$ cat config.mk
export PLATFORM = sky130hd
export DESIGN_NAME = uart_rx_fifo_flat
export DESIGN_NICKNAME = d
export VERILOG_FILES = /design/src/rtl/uart_rx_fifo_if.sv /design/src/rtl/uart_rx_fifo.sv /design/src/flat_wrapper.sv
export SDC_FILE = /design/constraint.sdc
export NUM_CORES = 1
export LEC_CHECK = 0
export BUFFER_PORTS_ARGS = -buffer_cell sky130_fd_sc_hd__buf_2
export CAP_MARGIN = 20
export CORE_UTILIZATION = 31
export CTS_BUF_LIST = sky130_fd_sc_hd__clkbuf_4
export CTS_CLUSTER_DIAMETER = 50
export DETAILED_ROUTE_END_ITERATION = 10
export GPL_ROUTABILITY_DRIVEN = 0
export PLACE_DENSITY = 0.57
export SLEW_MARGIN = 15
export SYNTH_ARGS = -nofsm -noshare
export SYNTH_HDL_FRONTEND = slang
export SYNTH_SLANG_ARGS = --single-unit
$ cat constraint.sdc
create_clock -name clk -period 3 [get_ports clk]
set_input_delay 0 -clock clk [delete_from_list [all_inputs] [get_ports clk]]
set_output_delay 0 -clock clk [all_outputs]
set_load 0.005 [all_outputs]
$ cat src/rtl/uart_rx_fifo_if.sv
// Byte stream from the UART receiver FIFO head to its consumer.
interface uart_rx_fifo_if;
    logic [7:0] m_data;
    logic       m_valid;
    logic       m_ready;

    modport master (
        output m_data,
        output m_valid,
        input  m_ready
    );

    modport slave (
        input  m_data,
        input  m_valid,
        output m_ready
    );
endinterface

$ cat src/rtl/uart_rx_fifo.sv
// 8N1 UART receiver with mid-bit sampling feeding a show-ahead FIFO.
// Reports framing errors (one pulse per low line) and sticky overrun.
module uart_rx_fifo #(
    parameter int CLK_HZ     = 50000000,
    parameter int BAUD       = 115200,
    parameter int FIFO_DEPTH = 4
) (
    input  logic                        clk,
    input  logic                        rst_n,
    input  logic                        rx,
    uart_rx_fifo_if.master              m,
    output logic                        frame_err,
    output logic                        overrun,
    input  logic                        clr_overrun,
    output logic [$clog2(FIFO_DEPTH):0] level
);
    localparam int CPB  = (CLK_HZ + BAUD / 2) / BAUD;
    localparam int HALF = CPB / 2;
    localparam int TW   = $clog2(CPB);
    localparam int AW   = $clog2(FIFO_DEPTH);
    localparam int LW   = AW + 1;

    typedef enum logic [2:0] {
        IDLE,
        START,
        DATA,
        STOP,
        BRK
    } state_t;

    state_t        state;
    logic [1:0]    sync;
    logic          rxs;
    logic [TW-1:0] timer;
    logic [2:0]    bit_idx;
    logic [7:0]    shreg;
    logic          bit_done;
    logic          half_done;

    assign rxs       = sync[1];
    assign bit_done  = timer == TW'(CPB - 1);
    assign half_done = timer == TW'(HALF - 1);

    always_ff @(posedge clk or negedge rst_n) begin
        if (!rst_n) begin
            sync <= 2'b11;
        end else begin
            sync <= {sync[0], rx};
        end
    end

    always_ff @(posedge clk or negedge rst_n) begin
        if (!rst_n) begin
            state     <= IDLE;
            timer     <= '0;
            bit_idx   <= '0;
            shreg     <= '0;
            frame_err <= 1'b0;
        end else begin
            frame_err <= 1'b0;
            timer     <= timer + 1'b1;
            unique case (state)
                IDLE: begin
                    timer <= '0;
                    if (!rxs) state <= START;
                end
                START: begin
                    if (half_done) begin
                        timer   <= '0;
                        bit_idx <= '0;
                        state   <= rxs ? IDLE : DATA;
                    end
                end
                DATA: begin
                    if (bit_done) begin
                        timer          <= '0;
                        shreg[bit_idx] <= rxs;
                        bit_idx        <= bit_idx + 1'b1;
                        if (bit_idx == 3'd7) state <= STOP;
                    end
                end
                STOP: begin
                    if (bit_done) begin
                        timer <= '0;
                        if (rxs) begin
                            state <= IDLE;
                        end else begin
                            frame_err <= 1'b1;
                            state     <= BRK;
                        end
                    end
                end
                BRK: begin
                    timer <= '0;
                    if (rxs) state <= IDLE;
                end
                default: state <= IDLE;
            endcase
        end
    end

    logic [7:0]    mem [FIFO_DEPTH];
    logic [AW-1:0] wptr;
    logic [AW-1:0] rptr;
    logic          push;
    logic          pop;
    logic          full;
    logic          wr;

    assign push = (state == STOP) && bit_done && rxs;
    assign pop  = m.m_valid && m.m_ready;
    assign full = level == LW'(FIFO_DEPTH);
    // A pop in the same cycle frees the slot a full FIFO needs.
    assign wr   = push && (!full || pop);

    assign m.m_valid = level != '0;
    assign m.m_data  = m.m_valid ? mem[rptr] : 8'h00;

    always_ff @(posedge clk) begin
        if (wr) mem[wptr] <= shreg;
    end

    always_ff @(posedge clk or negedge rst_n) begin
        if (!rst_n) begin
            wptr    <= '0;
            rptr    <= '0;
            level   <= '0;
            overrun <= 1'b0;
        end else begin
            if (wr) wptr <= wptr + 1'b1;
            if (pop) rptr <= rptr + 1'b1;
            level <= level + LW'(wr) - LW'(pop);
            if (push && !wr) begin
                overrun <= 1'b1;
            end else if (clr_overrun) begin
                overrun <= 1'b0;
            end
        end
    end
endmodule

$ cat src/flat_wrapper.sv
// flat-port wrapper written by rule: the top's interface ports become plain ports
module uart_rx_fifo_flat 
#(
    parameter int CLK_HZ     = 50000000,
    parameter int BAUD       = 115200,
    parameter int FIFO_DEPTH = 4
)
  (clk, rst_n, rx, frame_err, overrun, clr_overrun, level, m_m_data, m_m_valid, m_m_ready);
  uart_rx_fifo_if m_i ();
  input  logic clk;
  input  logic rst_n;
  input  logic rx;
  output logic frame_err;
  output logic overrun;
  input  logic clr_overrun;
  output logic [$clog2(FIFO_DEPTH):0] level;
  output wire logic [$bits(m_i.m_data)-1:0] m_m_data;
  output wire logic [$bits(m_i.m_valid)-1:0] m_m_valid;
  input wire logic [$bits(m_i.m_ready)-1:0] m_m_ready;
  assign m_m_data = m_i.m_data;
  assign m_m_valid = m_i.m_valid;
  assign m_i.m_ready = m_m_ready;
  uart_rx_fifo #(.CLK_HZ(CLK_HZ), .BAUD(BAUD), .FIFO_DEPTH(FIFO_DEPTH)) u_core (.clk(clk), .rst_n(rst_n), .rx(rx), .m(m_i), .frame_err(frame_err), .overrun(overrun), .clr_overrun(clr_overrun), .level(level));
endmodule
# Yosys cells after proc, flatten, opt, wreduce, memory -nomap -nowiden
# Memory sizes are Yosys's and may differ from the RTL's.
# Cells that the tools add are included.
[totals]
memories = 1
ramBits = 32
ff_bits = 34
[memory_table]
columns = ["name", "words", "word_bits", "read_ports", "rd_clocked_by_memory_dff", "wr", "line_no", "text"]
rows = [
  ["u_core.mem", 4, 8, 1, 0, 1, "uart_rx_fifo.sv:102", "logic [7:0] mem [FIFO_DEPTH];"],
]
[op_classes]
n_reduce_logical = 18
n_eq_ne = 14
mux = 26
n_lt_le_gt_ge = 2
addsub = 6
[ops]
columns = ["op", "count"]
rows = [
  ["$mux W3", 9],
  ["$pmux W9 S3", 1],
  ["$mux W9", 2],
  ["$pmux W3 S5", 1],
  ["$ne A2 B1 Y1 const B", 5],
  ["$add A9 B1 Y9 const B", 1],
  ["$eq A3 B3 Y1 const B", 3],
  ["$eq A9 B8 Y1 const B", 1],
  ["$eq A9 B9 Y1 const B", 1],
  ["$bwmux W8", 1],
  ["$mux W1", 8],
  ["$mux W8", 1],
  ["$eq A3 B2 Y1 const B", 2],
  ["$logic_and A1 B1 Y1", 6],
  ["$pmux W3 S2", 1],
  ["$reduce_and A6 Y1", 1],
  ["$add A2 B1 Y2 const B", 2],
  ["$lt A3 B4 Y1 const B", 1],
  ["$reduce_bool A2 Y1", 2],
  ["$reduce_or A2 Y1", 2],
  ["$add A3 B1 Y3", 1],
  ["$add A3 B1 Y3 const B", 1],
  ["$demux W1 S3", 1],
  ["$eq A3 B1 Y1 const B", 1],
  ["other kinds (10)", 11],
]

# Logic depth before layout (Yosys ltp)
# Gate-level depths: netlist of the first run.
[logic_depth]
word_depth = 7
depth_mapped = 11
depth_no_buf = 10

# Worst setup path after synthesis of the first run
# No wires, ideal clock.
[synth_timing]
kind = "flip-flop to flip-flop"
startpoint = "register u_core.level[1]"
endpoint = "register u_core.level[2]"
period_less_slack_ns = 2.391
n_path_buf = 1
stages_incl_launch_ff = 11
required_time_ns = 2.873
t_arrival_ns = 2.264
setup_slack_ns = 0.609
path_cell_list = "dfrtp_1 or3_1 clkbuf_1 and2_1 ha_1 inv_1 ha_1 inv_1 fa_1 xnor2_1 xnor2_1"
[synth_via]
elab_chain_cells = 6
elab_cells_between_ends = 8
[synth_lines]
columns = ["element", "line_no", "text"]
rows = [
  ["start: declaration", "uart_rx_fifo.sv:15", "output logic [$clog2(FIFO_DEPTH):0] level"],
  ["start signal: assignment", "uart_rx_fifo.sv:132", "level <= level + LW'(wr) - LW'(pop);"],
  ["$reduce_bool A3 Y1 (*)", "uart_rx_fifo.sv:116", "assign m.m_valid = level != '0;"],
  ["named net m_m_valid", "flat_wrapper.sv:18", "output wire logic [$bits(m_i.m_valid)-1:0] m_m_valid;"],
  ["$logic_and A1 B1 Y1 (*)", "uart_rx_fifo.sv:111", "assign pop = m.m_valid && m.m_ready;"],
  ["named net u_core.pop", "uart_rx_fifo.sv:106", "logic pop;"],
  ["$logic_or A1 B1 Y1", "uart_rx_fifo.sv:114", "assign wr = push && (!full || pop);"],
  ["$logic_and A1 B1 Y1", "uart_rx_fifo.sv:114", ""],
  ["$add A3 B1 Y3", "uart_rx_fifo.sv:132", ""],
  ["$sub A3 B1 Y3 (*)", "uart_rx_fifo.sv:132", ""],
]
# Mark *: on every way through the listed nets, which the timed path passes. The rest lies on a longest branch.
# A chain may end at the register's enable or synchronous reset.

# Worst setup path in the final report of the first run
[layout_timing]
startpoint = "register u_core.timer[1]"
endpoint = "register u_core.level[2]"
[layout_via]
elab_chain_cells = 6
[layout_lines]
columns = ["element", "line_no", "text"]
rows = [
  ["start: declaration", "uart_rx_fifo.sv:34", "logic [TW-1:0] timer;"],
  ["start signal: assignment", "uart_rx_fifo.sv:61", "timer <= timer + 1'b1;"],
  ["$eq A9 B9 Y1", "uart_rx_fifo.sv:41", "assign bit_done = timer == TW'(CPB - 1);"],
  ["$logic_and A1 B1 Y1 (2 in series)", "uart_rx_fifo.sv:110", "assign push = (state == STOP) && bit_done && rxs;"],
  ["$logic_and A1 B1 Y1", "uart_rx_fifo.sv:114", ""],
  ["named net u_core.wr", "uart_rx_fifo.sv:108", "logic wr;"],
  ["$add A3 B1 Y3", "uart_rx_fifo.sv:132", ""],
  ["$sub A3 B1 Y3", "uart_rx_fifo.sv:132", ""],
]
# The timed path passes the listed nets, and every way through them passes these cells.

==> impl_metrics.toml, run 1 <==
[status]
status = "complete, no violations"

[setup_path]
r2r_start = "u_core.timer[1]$_DFF_PN0_"
arrival_ps = 2850
r2r_slack_ps = 510
ff2ff_path_depth = 10
rr_endpoint = "u_core.level[2]$_DFF_PN0_"
endpoint_kind = "flip-flop"
cp.required_ps = 3350
cp-startpoint = "u_core.timer[1]$_DFF_PN0_"
endpoint = "u_core.level[2]$_DFF_PN0_"
crit_type = "reg2reg"
critPathLaunchType = "flip-flop"
worstPathMaxFanout = 7

[power]
power.leakage_nw = 1.437
cellPowerDensity_nw_per_um2 = 577.8
fin_total_pwr_mw = 1.969
peakVddDrop_mv = 0.2395

[final_layout]
final_util = 0.3687
stdcell_area_um2 = 3407
n_antenna_cell = 0
syn_to_final_growth_pct = 14.85
finalNetCount = 247
fillers = 864
drive_gt1_frac = 0.2511

[clock_network]
clkTransAtPathRegs_ps = 120
clk_path_buf_depth = 2
cts_tree = "done"
cts_setup_buffers = 0
numCtsBuffers = 9
cts_root_buf = "clkbuf_4"
clock-sinks = 66
htreeDepth = 3
cts-resized-gates = 0
insertion_delay_ps = 420

[synthesis]
synth_cells = 203
async_reset_ff_frac = 0.5152
synth_seq_area_share = 0.6116
yosysTopAreaCell = "edfxtp_1"
syn-cell-area_um2 = 2967
yosys-top-cells-area = "edfxtp_1, dfrtp_1, mux4_2"
syn_nets = 220
yosysWarnings = 0
ys_ff_latch = 66
yosys_most_used_dff = "edfxtp_1"
synthDominantCellAreaShare = 0.3239
yosys.cell_types.count = 42
synth_edf_count = 32
yosys-top-cells-count = "dfrtp_1, edfxtp_1, nor2_1"
postSynthAreaPerCell_um2 = 14.61

[sta]
slew_violations = 0
max_slew_margin = 0.4585
fin_crit_ps = 2494
finalSetupTns_ps = 0
finalSetupViolations = 0
skew_ps = 26.16
final-hold-violation-count = 0
tightestPinTransition_ps = 812.3
fmax_ghz = 0.4009
finalCritPeriodShare = 0.8315
grt_setup_unrepaired = "no"

[floorplanning]
num_rows = 35
core_area_um2 = 9240
die-area_um2 = 9965
die_x_um = 99.83
die_h_um = 99.83
initial_utilization = 0.3211
pin_count = 19

[grt]
first_global_vias = 1720
grtUsageTotal = 0.1148
grt_max_degree = 35
antenna_found_initial = 0
overflow = 0
grt_first_pass_wirelength_um = 8528

[drt]
via_per_inst = 4.437
finalWirelength_um = 4937
dr.first_iter.drc_count = 87
ant_nets = 0
post_drt_wl_per_cell_um = 13.56
vias = 1615
drc = 0
first_pass_iters = 4

[worst_hold_path]
hp-class = "in2async"

[job]
drv_cap = 0

[place]
placed_area_um2 = 3191
place.port_buffers = 18
post-dp-hpwl_um = 3232
[worst min-delay path by stage]
stage	startpoint	to	slack (ps)
3_3_place_gp	rx	u_core.sync[0]$_DFF_PN1_	110
3_5_place_dp	rx	u_core.sync[0]$_DFF_PN1_	110
2_1_floorplan	rst_n	u_core.bit_idx[0]$_DFFE_PN0P_	-300
4_1_cts	rx	u_core.sync[0]$_DFF_PN1_	190
5_1_grt	rx	u_core.sync[0]$_DFF_PN1_	180
6_report	rst_n	u_core.timer[2]$_DFF_PN0_	190
[flip-flops by register name (all words and copies together), names as in the netlist, 2 cells and up]
signal and count:
u_core.wptr 2, u_core.state 3, u_core.level 3, u_core.shreg 8, u_core.mem 32, u_core.sync 2
u_core.timer 9, u_core.bit_idx 3, u_core.rptr 2
[report_power, final]
part / switching, mW / internal (mW) / total [mW] / leakage, nW
clock network: 0.351 / 0.343 / 0.694 / 0.0869
registers: 0.0891 / 0.981 / 1.07 / 0.809
logic: 0.0796 / 0.125 / 0.205 / 0.541
total: 0.519 / 1.45 / 1.97 / 1.44
[cells by family after synthesis]
logic type / share of synthesized area
fa+ha+maj: 0.05314
simple gates: 0.1455
xor+xnor: 0.03838
compound gates: 0.02699
flops: 0.6116
buf+inv: 0.02573
mux: 0.09869
[metrics by stage]
stage | worst slack (ps) | instances | hold WS [ps]
2_1_floorplan | 609.3 | 203 | -295.6
3_3_place_gp | 545.6 | 343 | 107.2
3_5_place_dp | 492.0 | 343 | 106.2
4_1_cts | 465.7 | 364 | 186.7
5_1_grt | 282.6 | 364 | 180.6
6_report | 505.6 | 364 | 194.7
[what timing repair did]
item	4_1_cts	5_1_grt
hold endpoints to repair	36	0
hold buffers	5	0
endpoints found under the setup margin	0	0
[layer usage]
metal  vias up  share of wire  global-route usage
li1        793              -                   -
met1       788           0.46              0.1369
met2        28           0.49              0.1894
met3         6          0.037             0.04248
met4         0          0.014             0.04299
met5         -              0                   0
[layout make-up]
class	count	area, um2	share of cell area
flip-flops and latches	66	1814	0.5325
repair buffers	24	147.6	0.04333
clock buffers	9	67.56	0.01983
inverters	11	41.29	0.01212
well taps	129	161.4	0.04737
clock inverters	7	98.84	0.02901
multi-input cells	118	1076	0.3158
[critical path: stages, from the launching register on]
cell,delay (ps)
dfrtp_1,410
inv_1,80
ha_1,130
and4b_1,380
nand4_4,170
nor3b_4,330
ha_1,200
inv_1,50
fa_1,370
xnor2_1,180
xnor2_1,130
[cell usage in the layout (no fill, tap or decap), drive strengths merged, types with 2 or more instances in the layout]
cell,instances
xor2,5
nor2,14
edfxtp,32
mux4,8
and2,13
ha,11
nor4,4
nand4,2
nor3,4
dlygate4sd3,5
clkinv,2
dfstp,2
clkbuf,9
nor3b,2
mux2,10
bufinv,2
nand2,8
nand3,5
buf,19
a22o,2
dfrtp,32
nand4b,2
nor2b,3
nor4b,4
inv,13
xnor2,8
No activity file was read; power rests on OpenSTA's default activity.
==> run 2: changes to the inputs <==
--- a/config.mk
+++ b/config.mk
@@ -12,7 +12,7 @@
 export CTS_CLUSTER_DIAMETER = 50
 export DETAILED_ROUTE_END_ITERATION = 10
 export GPL_ROUTABILITY_DRIVEN = 0
-export PLACE_DENSITY = 0.57
+export PLACE_DENSITY = 0.59
 export SLEW_MARGIN = 15
 export SYNTH_ARGS = -nofsm -noshare
 export SYNTH_HDL_FRONTEND = slang
==> constraint.sdc (replaced) <==
create_clock -name clk -period 2.1 [get_ports clk]
set_input_delay 0 -clock clk [delete_from_list [all_inputs] [get_ports clk]]
set_output_delay 0 -clock clk [all_outputs]
set_load 0.005 [all_outputs]
==> impl_metrics.toml, run 2 (synthesis results as in run 1) <==
[drt]
post_drt_wl_per_cell_um = 13.74
via_per_inst = 4.532
ant_nets = 0
finalWirelength_um = 5401
drc = 0
dr.first_iter.drc_count = 62
first_pass_iters = 4
vias = 1781

[final_layout]
largest_register_ffs = 32
layout_common_cells = "dfrtp_1, edfxtp_1, buf_4, buf_2, nor2_1"
fillers = 863
multi_input_area_um2 = 1135
drive_gt1_frac = 0.3826
regMostFlops = "u_core.mem"
n_antenna_cell = 0
regArea_um2 = 1814
top_regs = "u_core.mem: 32 flops, u_core.timer: 9 flops, u_core.shreg: 8 flops"
final_cells = 393
finalNetCount = 276
syn_to_final_growth_pct = 26.44

[sta]
finalCritPeriodShare = 1.030
fmax_ghz = 0.4625
whs_ps = 214.8
fin_crit_ps = 2162
max_slew_margin = 0.4430
skew_ps = 16.47
grt_setup_unrepaired = "yes"
fin_ws_ps = -62.15
tightestPinTransition_ps = 835.5
final-hold-violation-count = 0
finalSetupViolations = 1
slew_violations = 0

[power]
comb_power_share = 0.173
peakVddDrop_mv = 0.3982
cellPowerDensity_nw_per_um2 = 821.3
internal-power_mw = 2.299
seq_power_share = 0.473
p_sw_frac = 0.2539
switchingPower_mw = 0.7821
power.leakage_nw = 1.609
p_clk_frac = 0.355

[clock_network]
clk_path_buf_depth = 2
numCtsBuffers = 9
cts_tree = "done"
insertion_delay_ps = 410
clkTransAtPathRegs_ps = 130
htreeDepth = 3
cts_root_buf = "clkbuf_4"
clock-sinks = 66

[setup_path]
endpoint_kind = "flip-flop"
cp.required_ps = 2410
crit_type = "reg2reg"
worstPathMaxFanout = 2
arrival_ps = 2470
critPathLaunchType = "flip-flop"

[status]
violations = "setup timing"
status = "complete, but fails checks"

[floorplanning]
die-area_um2 = 9965
die_h_um = 99.83
core_area_um2 = 9240
num_rows = 35
pin_count = 19
initial_utilization = 0.3211
die_x_um = 99.83

[grt]
grt_max_degree = 35
grtUsageTotal = 0.1255
antenna_found_initial = 0
first_global_vias = 1931
grt_first_pass_wirelength_um = 9515
overflow = 0

[worst_hold_path]
hp-class = "in2async"

[place]
post-dp-hpwl_um = 3608
dp_cells = 370
place.port_buffers = 18

[job]
drv_cap = 0
-- run 2: timing repair --
action | in CTS | in global routing
pin swaps | 2 | 0
buffers inserted | 2 | 0
hold buffers | 5 | 0
resized for setup | 2 | 10
gates cloned | 0 | 0
hold endpoints to repair | 35 | 0
endpoints found under the setup margin | 2 | 16
-- run 2: final timing paths --
kind                                            from                          to  slack (ps)  cells past startpoint
min in group clk                                  rx    u_core.sync[0]$_DFF_PN1_         230                      2
min                                            rst_n   u_core.timer[3]$_DFF_PN0_         210                      2
min reg2reg                 u_core.sync[0]$_DFF_PN1_    u_core.sync[1]$_DFF_PN1_         370                      0
max                        u_core.timer[1]$_DFF_PN0_   u_core.level[2]$_DFF_PN0_         -60                     10
max in group asynchronous                      rst_n  u_core.rptr[1]$_DFFE_PN0P_        1350                      2
max reg2reg                u_core.timer[1]$_DFF_PN0_   u_core.level[2]$_DFF_PN0_         -60                     10
-- run 2: stage by stage --
step / TNS (ps) / cell area (um2) / power [mW] / util / setup slack, ps
after floorplan: -276.0 / 2984 / 1.773 / - / -170.6
after global placement: -23.62 / 3448 / 1.949 / 0.3732 / -23.62
after detailed placement: -77.23 / 3448 / 1.962 / 0.3732 / -77.23
after CTS: -74.67 / 3706 / 3.093 / 0.4011 / -74.67
after global routing: -258.8 / 3751 / 3.255 / 0.4060 / -169.8
final: -62.15 / 3751 / 3.081 / 0.4060 / -62.15
-- run 2: layer usage --
metal,global-route usage,part of all wire,vias to the layer above
met5,0,0,-
met4,0.04751,0.0096,0
met3,0.03760,0.036,6
met2,0.2175,0.50,32
met1,0.1464,0.46,890
li1,-,-,853
-- run 2: power by group through the flow --
stage | Sequential (mW) | Combinational [mW] | Clock (mW)
floorplan | 1.47 | 0.303 | 0
global placement | 1.49 | 0.464 | 0
detailed placement | 1.49 | 0.475 | 0
CTS | 1.46 | 0.519 | 1.12
global route | 1.47 | 0.599 | 1.19
finish | 1.46 | 0.533 | 1.09
-- run 2: cell type report --
cell class / count / share of cell area
clock buffer: 9 / 0.01801
clock inverter: 7 / 0.03102
inverter: 11 / 0.01101
multi-input combinational: 118 / 0.3025
sequential: 66 / 0.4837
tap: 129 / 0.04303
timing repair buffer: 53 / 0.1107
-- run 2: worst max-delay path, stage by stage (launching register included) --
cell and delay (ps):
dfrtp_1 410, inv_2 80, ha_4 110, and4b_2 260, nand4_4 120, nor3b_4 220
ha_2 210, inv_2 40, fa_2 340, xnor2_2 140, xnor2_1 120
